--- src/rtl/sonar_pkg.sv ---
// Shared FSM state encoding and default timing constants for the sonar scheduler.
package sonar_pkg;

  typedef enum logic [2:0] {
    ST_IDLE,
    ST_TRIGGER,
    ST_WAIT_RISE,
    ST_MEASURE,
    ST_SETTLE
  } sonar_state_e;

  localparam int DEF_NUM_SENSORS   = 4;
  localparam int DEF_CLK_PER_INCH  = 1470;
  localparam int DEF_TRIG_CYCLES   = 200;
  localparam int DEF_RISE_TIMEOUT  = 500_000;
  localparam int DEF_SETTLE_CYCLES = 10_000;

  localparam logic [7:0] INCH_MAX = 8'hFF;

endpackage

--- src/rtl/sonar_width_counter.sv ---
// Echo pulse width to inches: down-counting prescaler feeding a saturating 8-bit inch count.
module sonar_width_counter
  import sonar_pkg::*;
#(
  parameter int CLK_PER_INCH = DEF_CLK_PER_INCH
) (
  input  logic       clk,
  input  logic       reset,
  input  logic       clr,
  input  logic       en,
  output logic [7:0] inches,
  output logic       sat
);

  localparam int PRE_W = (CLK_PER_INCH > 1) ? $clog2(CLK_PER_INCH) : 1;
  localparam logic [PRE_W-1:0] PRE_LOAD = PRE_W'(CLK_PER_INCH - 1);

  logic [PRE_W-1:0] pre_q;
  logic [7:0]       inch_q;

  always_ff @(posedge clk) begin
    if (reset) begin
      pre_q  <= '0;
      inch_q <= '0;
    end else if (clr) begin
      pre_q  <= PRE_LOAD;
      inch_q <= '0;
    end else if (en && !sat) begin
      // Terminal count: one full inch of high time has elapsed.
      if (pre_q == '0) begin
        pre_q  <= PRE_LOAD;
        inch_q <= inch_q + 8'd1;
      end else begin
        pre_q <= pre_q - PRE_W'(1);
      end
    end
  end

  assign inches = inch_q;
  assign sat    = (inch_q == INCH_MAX);

endmodule

--- src/rtl/sonar_scheduler.sv ---
// Round-robin ultrasonic ranging scheduler: triggers one sensor per slot and latches its echo width in inches.
//
// state        | meaning
// IDLE         | rx_en off, waiting for run
// TRIGGER      | rx_en[idx] high for TRIG_CYCLES
// WAIT_RISE    | waiting for echo rising edge, bounded by RISE_TIMEOUT
// MEASURE      | counting echo high time until falling edge or 255 inches
// SETTLE       | guard gap, then advance to the next sensor
module sonar_scheduler
  import sonar_pkg::*;
#(
  parameter  int NUM_SENSORS   = DEF_NUM_SENSORS,
  parameter  int CLK_PER_INCH  = DEF_CLK_PER_INCH,
  parameter  int TRIG_CYCLES   = DEF_TRIG_CYCLES,
  parameter  int RISE_TIMEOUT  = DEF_RISE_TIMEOUT,
  parameter  int SETTLE_CYCLES = DEF_SETTLE_CYCLES,
  localparam int IDX_W         = (NUM_SENSORS > 1) ? $clog2(NUM_SENSORS) : 1
) (
  input  logic                     clk,
  input  logic                     reset,
  input  logic                     run,
  input  logic [NUM_SENSORS-1:0]   pwm_in,
  output logic [NUM_SENSORS-1:0]   rx_en,
  output logic [8*NUM_SENSORS-1:0] distance,
  output logic                     sample_valid,
  output logic [IDX_W-1:0]         sample_idx,
  output logic [NUM_SENSORS-1:0]   timeout,
  output logic                     busy
);

  sonar_state_e state_q;

  logic [NUM_SENSORS-1:0]   sync1_q, sync2_q, prev_q;
  logic [IDX_W-1:0]         idx_q, idx_d;
  logic [31:0]              timer_q;
  logic [NUM_SENSORS-1:0]   rx_en_q, timeout_q;
  logic [8*NUM_SENSORS-1:0] dist_q;
  logic                     valid_q;
  logic [IDX_W-1:0]         sidx_q;

  logic       sel_now, sel_prev, rise, fall;
  logic       cnt_clr, cnt_en, cnt_sat;
  logic [7:0] inches;

  assign sel_now  = sync2_q[idx_q];
  assign sel_prev = prev_q[idx_q];
  assign rise     = sel_now & ~sel_prev;
  assign fall     = ~sel_now & sel_prev;

  assign idx_d = (idx_q == IDX_W'(NUM_SENSORS - 1)) ? '0 : idx_q + IDX_W'(1);

  // The rise cycle itself is counted so the inch count covers the full high time.
  assign cnt_clr = !((state_q == ST_MEASURE) ||
                     (((state_q == ST_TRIGGER) || (state_q == ST_WAIT_RISE)) && rise));
  assign cnt_en  = sel_now & ~cnt_clr;

  sonar_width_counter #(
    .CLK_PER_INCH(CLK_PER_INCH)
  ) u_width_counter (
    .clk   (clk),
    .reset (reset),
    .clr   (cnt_clr),
    .en    (cnt_en),
    .inches(inches),
    .sat   (cnt_sat)
  );

  always_ff @(posedge clk) begin
    if (reset) begin
      state_q   <= ST_IDLE;
      sync1_q   <= '0;
      sync2_q   <= '0;
      prev_q    <= '0;
      idx_q     <= '0;
      timer_q   <= '0;
      rx_en_q   <= '0;
      timeout_q <= '0;
      dist_q    <= '0;
      valid_q   <= 1'b0;
      sidx_q    <= '0;
    end else begin
      sync1_q <= pwm_in;
      sync2_q <= sync1_q;
      prev_q  <= sync2_q;
      valid_q <= 1'b0;
      case (state_q)
        ST_IDLE: begin
          if (run) begin
            state_q <= ST_TRIGGER;
            rx_en_q <= NUM_SENSORS'(1) << idx_q;
            timer_q <= 32'(TRIG_CYCLES - 1);
          end
        end
        ST_TRIGGER: begin
          if (rise) begin
            state_q <= ST_MEASURE;
            rx_en_q <= '0;
            timer_q <= '0;
          end else if (timer_q == '0) begin
            state_q <= ST_WAIT_RISE;
            rx_en_q <= '0;
            timer_q <= 32'(RISE_TIMEOUT - 1);
          end else begin
            timer_q <= timer_q - 32'd1;
          end
        end
        ST_WAIT_RISE: begin
          if (rise) begin
            state_q <= ST_MEASURE;
            timer_q <= '0;
          end else if (timer_q == '0) begin
            state_q            <= ST_SETTLE;
            timeout_q[idx_q]   <= 1'b1;
            valid_q            <= 1'b1;
            sidx_q             <= idx_q;
            timer_q            <= 32'(SETTLE_CYCLES - 1);
          end else begin
            timer_q <= timer_q - 32'd1;
          end
        end
        ST_MEASURE: begin
          if (fall || cnt_sat) begin
            state_q               <= ST_SETTLE;
            dist_q[8*idx_q +: 8]  <= inches;
            timeout_q[idx_q]      <= 1'b0;
            valid_q               <= 1'b1;
            sidx_q                <= idx_q;
            timer_q               <= 32'(SETTLE_CYCLES - 1);
          end
        end
        ST_SETTLE: begin
          if (timer_q == '0) begin
            idx_q <= idx_d;
            if (run) begin
              state_q <= ST_TRIGGER;
              rx_en_q <= NUM_SENSORS'(1) << idx_d;
              timer_q <= 32'(TRIG_CYCLES - 1);
            end else begin
              state_q <= ST_IDLE;
            end
          end else begin
            timer_q <= timer_q - 32'd1;
          end
        end
        default: begin
          state_q <= ST_IDLE;
          rx_en_q <= '0;
        end
      endcase
    end
  end

  assign rx_en        = rx_en_q;
  assign distance     = dist_q;
  assign sample_valid = valid_q;
  assign sample_idx   = sidx_q;
  assign timeout      = timeout_q;
  assign busy         = (state_q != ST_IDLE);

endmodule

--- config.mk ---
export PLATFORM = sky130hd
export DESIGN_NAME = sonar_scheduler
export DESIGN_NICKNAME = d
export VERILOG_FILES = /design/src/rtl/sonar_pkg.sv /design/src/rtl/sonar_width_counter.sv /design/src/rtl/sonar_scheduler.sv
export SDC_FILE = /design/constraint.sdc
export NUM_CORES = 1
export LEC_CHECK = 0
export ABC_CLOCK_PERIOD_IN_PS = 4800
export CAP_MARGIN = 20
export CORE_ASPECT_RATIO = 1.5
export CORE_MARGIN = 2
export CORE_UTILIZATION = 40
export DETAILED_ROUTE_END_ITERATION = 12
export GPL_TIMING_DRIVEN = 0
export PLACE_DENSITY_LB_ADDON = 0.2
export SYNTH_ARGS = -nofsm -noshare
export SYNTH_HDL_FRONTEND = slang
export SYNTH_SLANG_ARGS = --single-unit
--- constraint.sdc ---
create_clock -name clk -period 4.8 [get_ports clk]
set_input_delay 0.72 -clock clk [delete_from_list [all_inputs] [get_ports clk]]
set_output_delay 0.72 -clock clk [all_outputs]
set_load 0.005 [all_outputs]
==> metrics <==
status finished, final reports clean; top-area cell type share of the netlist area 0.403; Post-DP HPWL 12400 um; post-synth cell types 67; die span in y 148 um; Area growth syn-to-layout 18.0%; crit path DAT 3.27 ns; Nets 744; worst r2r src idx_q[0]; buffers added on ports 49; Lkg Pwr 0.00225 uW; syn nets 684; synth warn 0; capture point of the worst path timer_q[25]; critical path endpoint category flop; Starting Density 0.410; TNS Setup 0 ns; Slew Limit Fails 0; post-route ant nets 0; CTS tree done; Root Driver clkbuf_16; ys async rst share 0; number of synthesized flops with an enable pin 0; vias after detailed routing 5287; Die Wd 99.9 um; worst hold-check path type reg2reg; top cell type by total area after synthesis dfxtp_1; CP max stage delay 0.62 ns; Clock Latency Late Sink 0.35 ns; total die area 14800 um^2; syn avg cell area 8.27 um^2; DR DRC count 0; fin area 6510 um^2; fin cells 894; clock buffer depth 2; Post-DP Area 6210 um^2; largest net degree at the start of global routing 22; Core Rows 52; Setup crit start kind flop; H-tree levels 3; initial antenna violation count 0; Sink Count 111; #FFs+latches synth 111; Max IR drop VDD 403 uV; endpoints failing setup 0; Routed WL 16700 um; Setup Fix Bufs, Post-CTS 0; fill count 1327; CP Class reg2reg; CP delay by family, top buffers and inverters; CP required 5.07 ns; Critical Path Fanout Max 10; power density over cell area 637 nW/um^2; Synth Flop Type dfxtp_1; first-pass GRT wire length 26900 um; Worst Reg-to-Reg Cells 9; synthesized instance count 667; Area contributors post-synth dfxtp_1 (40%), a21oi_1 (6.4%), nand2_1 (4.5%); CTS Hold Bufs 0; unrepaired setup endpoints after global routing false; FF-to-FF setup slack 1.80 ns; final period utilization 0.625; Worst Skew 0.00789 ns; GRT overflow 0; Worst Max-Slew Pin Slew 1.03 ns; crit path cell chain buf_2 -> mux4_2 -> nand2b_1 -> buf_2 -> a21oi_1 -> nor2_2 -> buf_2 -> nand3_1 -> o21ai_0; drt via density 5.91; vias in the first global route 5219; PnR worst setup slack 1.80 ns; endpoints failing hold 0; diodes inserted 0; Worst-path clk slew 0.08 ns; 1st-pass router iterations 7; post_cts resized 0; GPL Wtd Cong 0.956; worst path buffer plus inverter count 3; max_cap viols 0; Setup WS pre-CTS 1.86 ns; fmax 333 MHz; number of top-level pins 51; routed len/inst 18.7 um; Seq/Total Area, Yosys 0.403; placed cells 878; all-layer global routing usage 0.229; reg2reg end timer_q[25]; Netlist Area Pre-Place 5520 um^2; cell repeated most along the worst path buf_2; Crit. path cell count 9; minimum clock period 3.00 ns; Num CTS Buffers 9; layout cells sized above 1 0.0615; max_slew headroom 0.312; Slowest cell on crit path mux4_2; CP startpoint idx_q[0]; Core Region 13500 um^2; First DRT Iteration DRCs 301
-- cell type report --
class | count | area (um^2) | area share
Multi-Input combinational cell | 507 | 3090 | 0.474
Clock inverter | 7 | 75.1 | 0.0115
Inverter | 10 | 37.5 | 0.00577
Sequential cell | 111 | 2220 | 0.341
Tap cell | 162 | 203 | 0.0311
Clock buffer | 9 | 225 | 0.0346
Buffer | 39 | 170 | 0.0261
Timing Repair Buffer | 49 | 490 | 0.0753
-- sequential cells by signal (all words and copies together) (netlist names), named ones only --
signal and flops:
idx_q 2, sync2_q 4, timer_q 32, u_width_counter.pre_q 11
prev_q 4, u_width_counter.inches 8, state_q 3, sync1_q 4
rx_en 4, distance 32, sample_valid 1, sample_idx 2
-- worst min path at each step --
stage / startpoint / end / slack, ns / cells after the start
global route: sync1_q[3] / sync2_q[3] / 0.46 / 1
floorplan: sync1_q[0] / sync2_q[0] / 0.41 / 1
finish: sync1_q[0] / sync2_q[0] / 0.45 / 1
detailed placement: sync1_q[0] / sync2_q[0] / 0.43 / 1
global placement: sync1_q[0] / sync2_q[0] / 0.42 / 1
CTS: sync1_q[0] / sync2_q[0] / 0.45 / 1
-- report_power, final --
part | switching (uW) | internal, uW
clock | 389 | 370
sequential | 119 | 1040
combinational | 1470 | 752
total | 1980 | 2160
-- cell usage in the layout, fill, tap and decap left out, types with 3 or more instances in the layout --
cell / n
o211ai_1: 10
clkbuf_1: 25
and2_1: 7
nor4_1: 15
mux2i_1: 9
xnor2_1: 14
nand4_1: 6
buf_2: 10
or4_1: 6
nor2_1: 49
ha_1: 10
dfxtp_1: 111
nor3_1: 31
o21ai_0: 31
nand3_1: 38
nand3b_1: 6
a31oi_1: 6
a21o_1: 3
a22o_1: 17
clkdlybuf4s50_1: 49
and3_1: 3
or2_2: 3
nand2b_1: 7
a311oi_1: 6
or3_1: 10
nand2_1: 66
nor2b_1: 25
nor3b_1: 4
inv_1: 10
nand4b_1: 3
o32ai_1: 4
a21oi_1: 71
a211oi_1: 8
clkbuf_16: 9
-- through the flow --
step / utilization / hold WS (ns) / total power, uW
2_1_floorplan: - / 0.414 / 2750
3_3_place_gp: 0.461 / 0.424 / 3330
3_5_place_dp: 0.461 / 0.428 / 3340
4_1_cts: 0.483 / 0.448 / 4100
5_1_grt: 0.483 / 0.461 / 4390
6_report: 0.483 / 0.445 / 4140
-- logic make-up after synthesis --
family                   synth area share
AO/OA/AOI/OAI                       0.206
multiplexers                       0.0245
adder cells (fa/ha/maj)            0.0227
AND/OR/NAND/NOR                     0.281
buffers and inverters              0.0377
XOR/XNOR                           0.0254
flip-flops                          0.403
-- cells in the mapped netlist, types with 2 or more instances --
cell type  count
a22o_1        17
nor4_1        15
nor2_1        49
a211oi_1       8
and4_1         2
nor3b_1        4
or3_1         10
a21o_1         3
xnor2_1       14
xor2_1         2
o21ai_0       31
nand2_1       66
a21oi_1       71
o22ai_1        2
nor2b_1       25
a311oi_1       6
dfxtp_1      111
buf_1          2
mux4_2         2
nand4b_1       3
or2_2          3
and2_1         7
o211ai_1      10
or4_1          6
o32ai_1        4
clkbuf_1      25
a31oi_1        6
nor3_1        31
nand3b_1       6
nand4_1        6
and3_1         3
ha_1          10
nand2b_1       7
nand3_1       38
o31ai_1        2
mux2i_1        9
inv_1         10
o311ai_0       2
buf_2         10
o21ai_1        2
-- per-layer routing --
| metal | track usage | vias up | part of all wire |
|---|---|---|---|
| li1 | - | 2552 | - |
| met1 | 0.267 | 2515 | 0.40 |
| met2 | 0.406 | 178 | 0.51 |
| met3 | 0.0355 | 42 | 0.049 |
| met4 | 0.104 | 0 | 0.039 |
| met5 | 0 | - | 0 |
-- worst reg2reg max path, stage by stage (launching register included) --
cell,delay (ns)
dfxtp_1,0.44
buf_2,0.28
mux4_2,0.62
nand2b_1,0.10
buf_2,0.18
a21oi_1,0.23
nor2_2,0.40
buf_2,0.34
nand3_1,0.12
o21ai_0,0.22
Note: power is estimated with default switching activity, not from simulation.
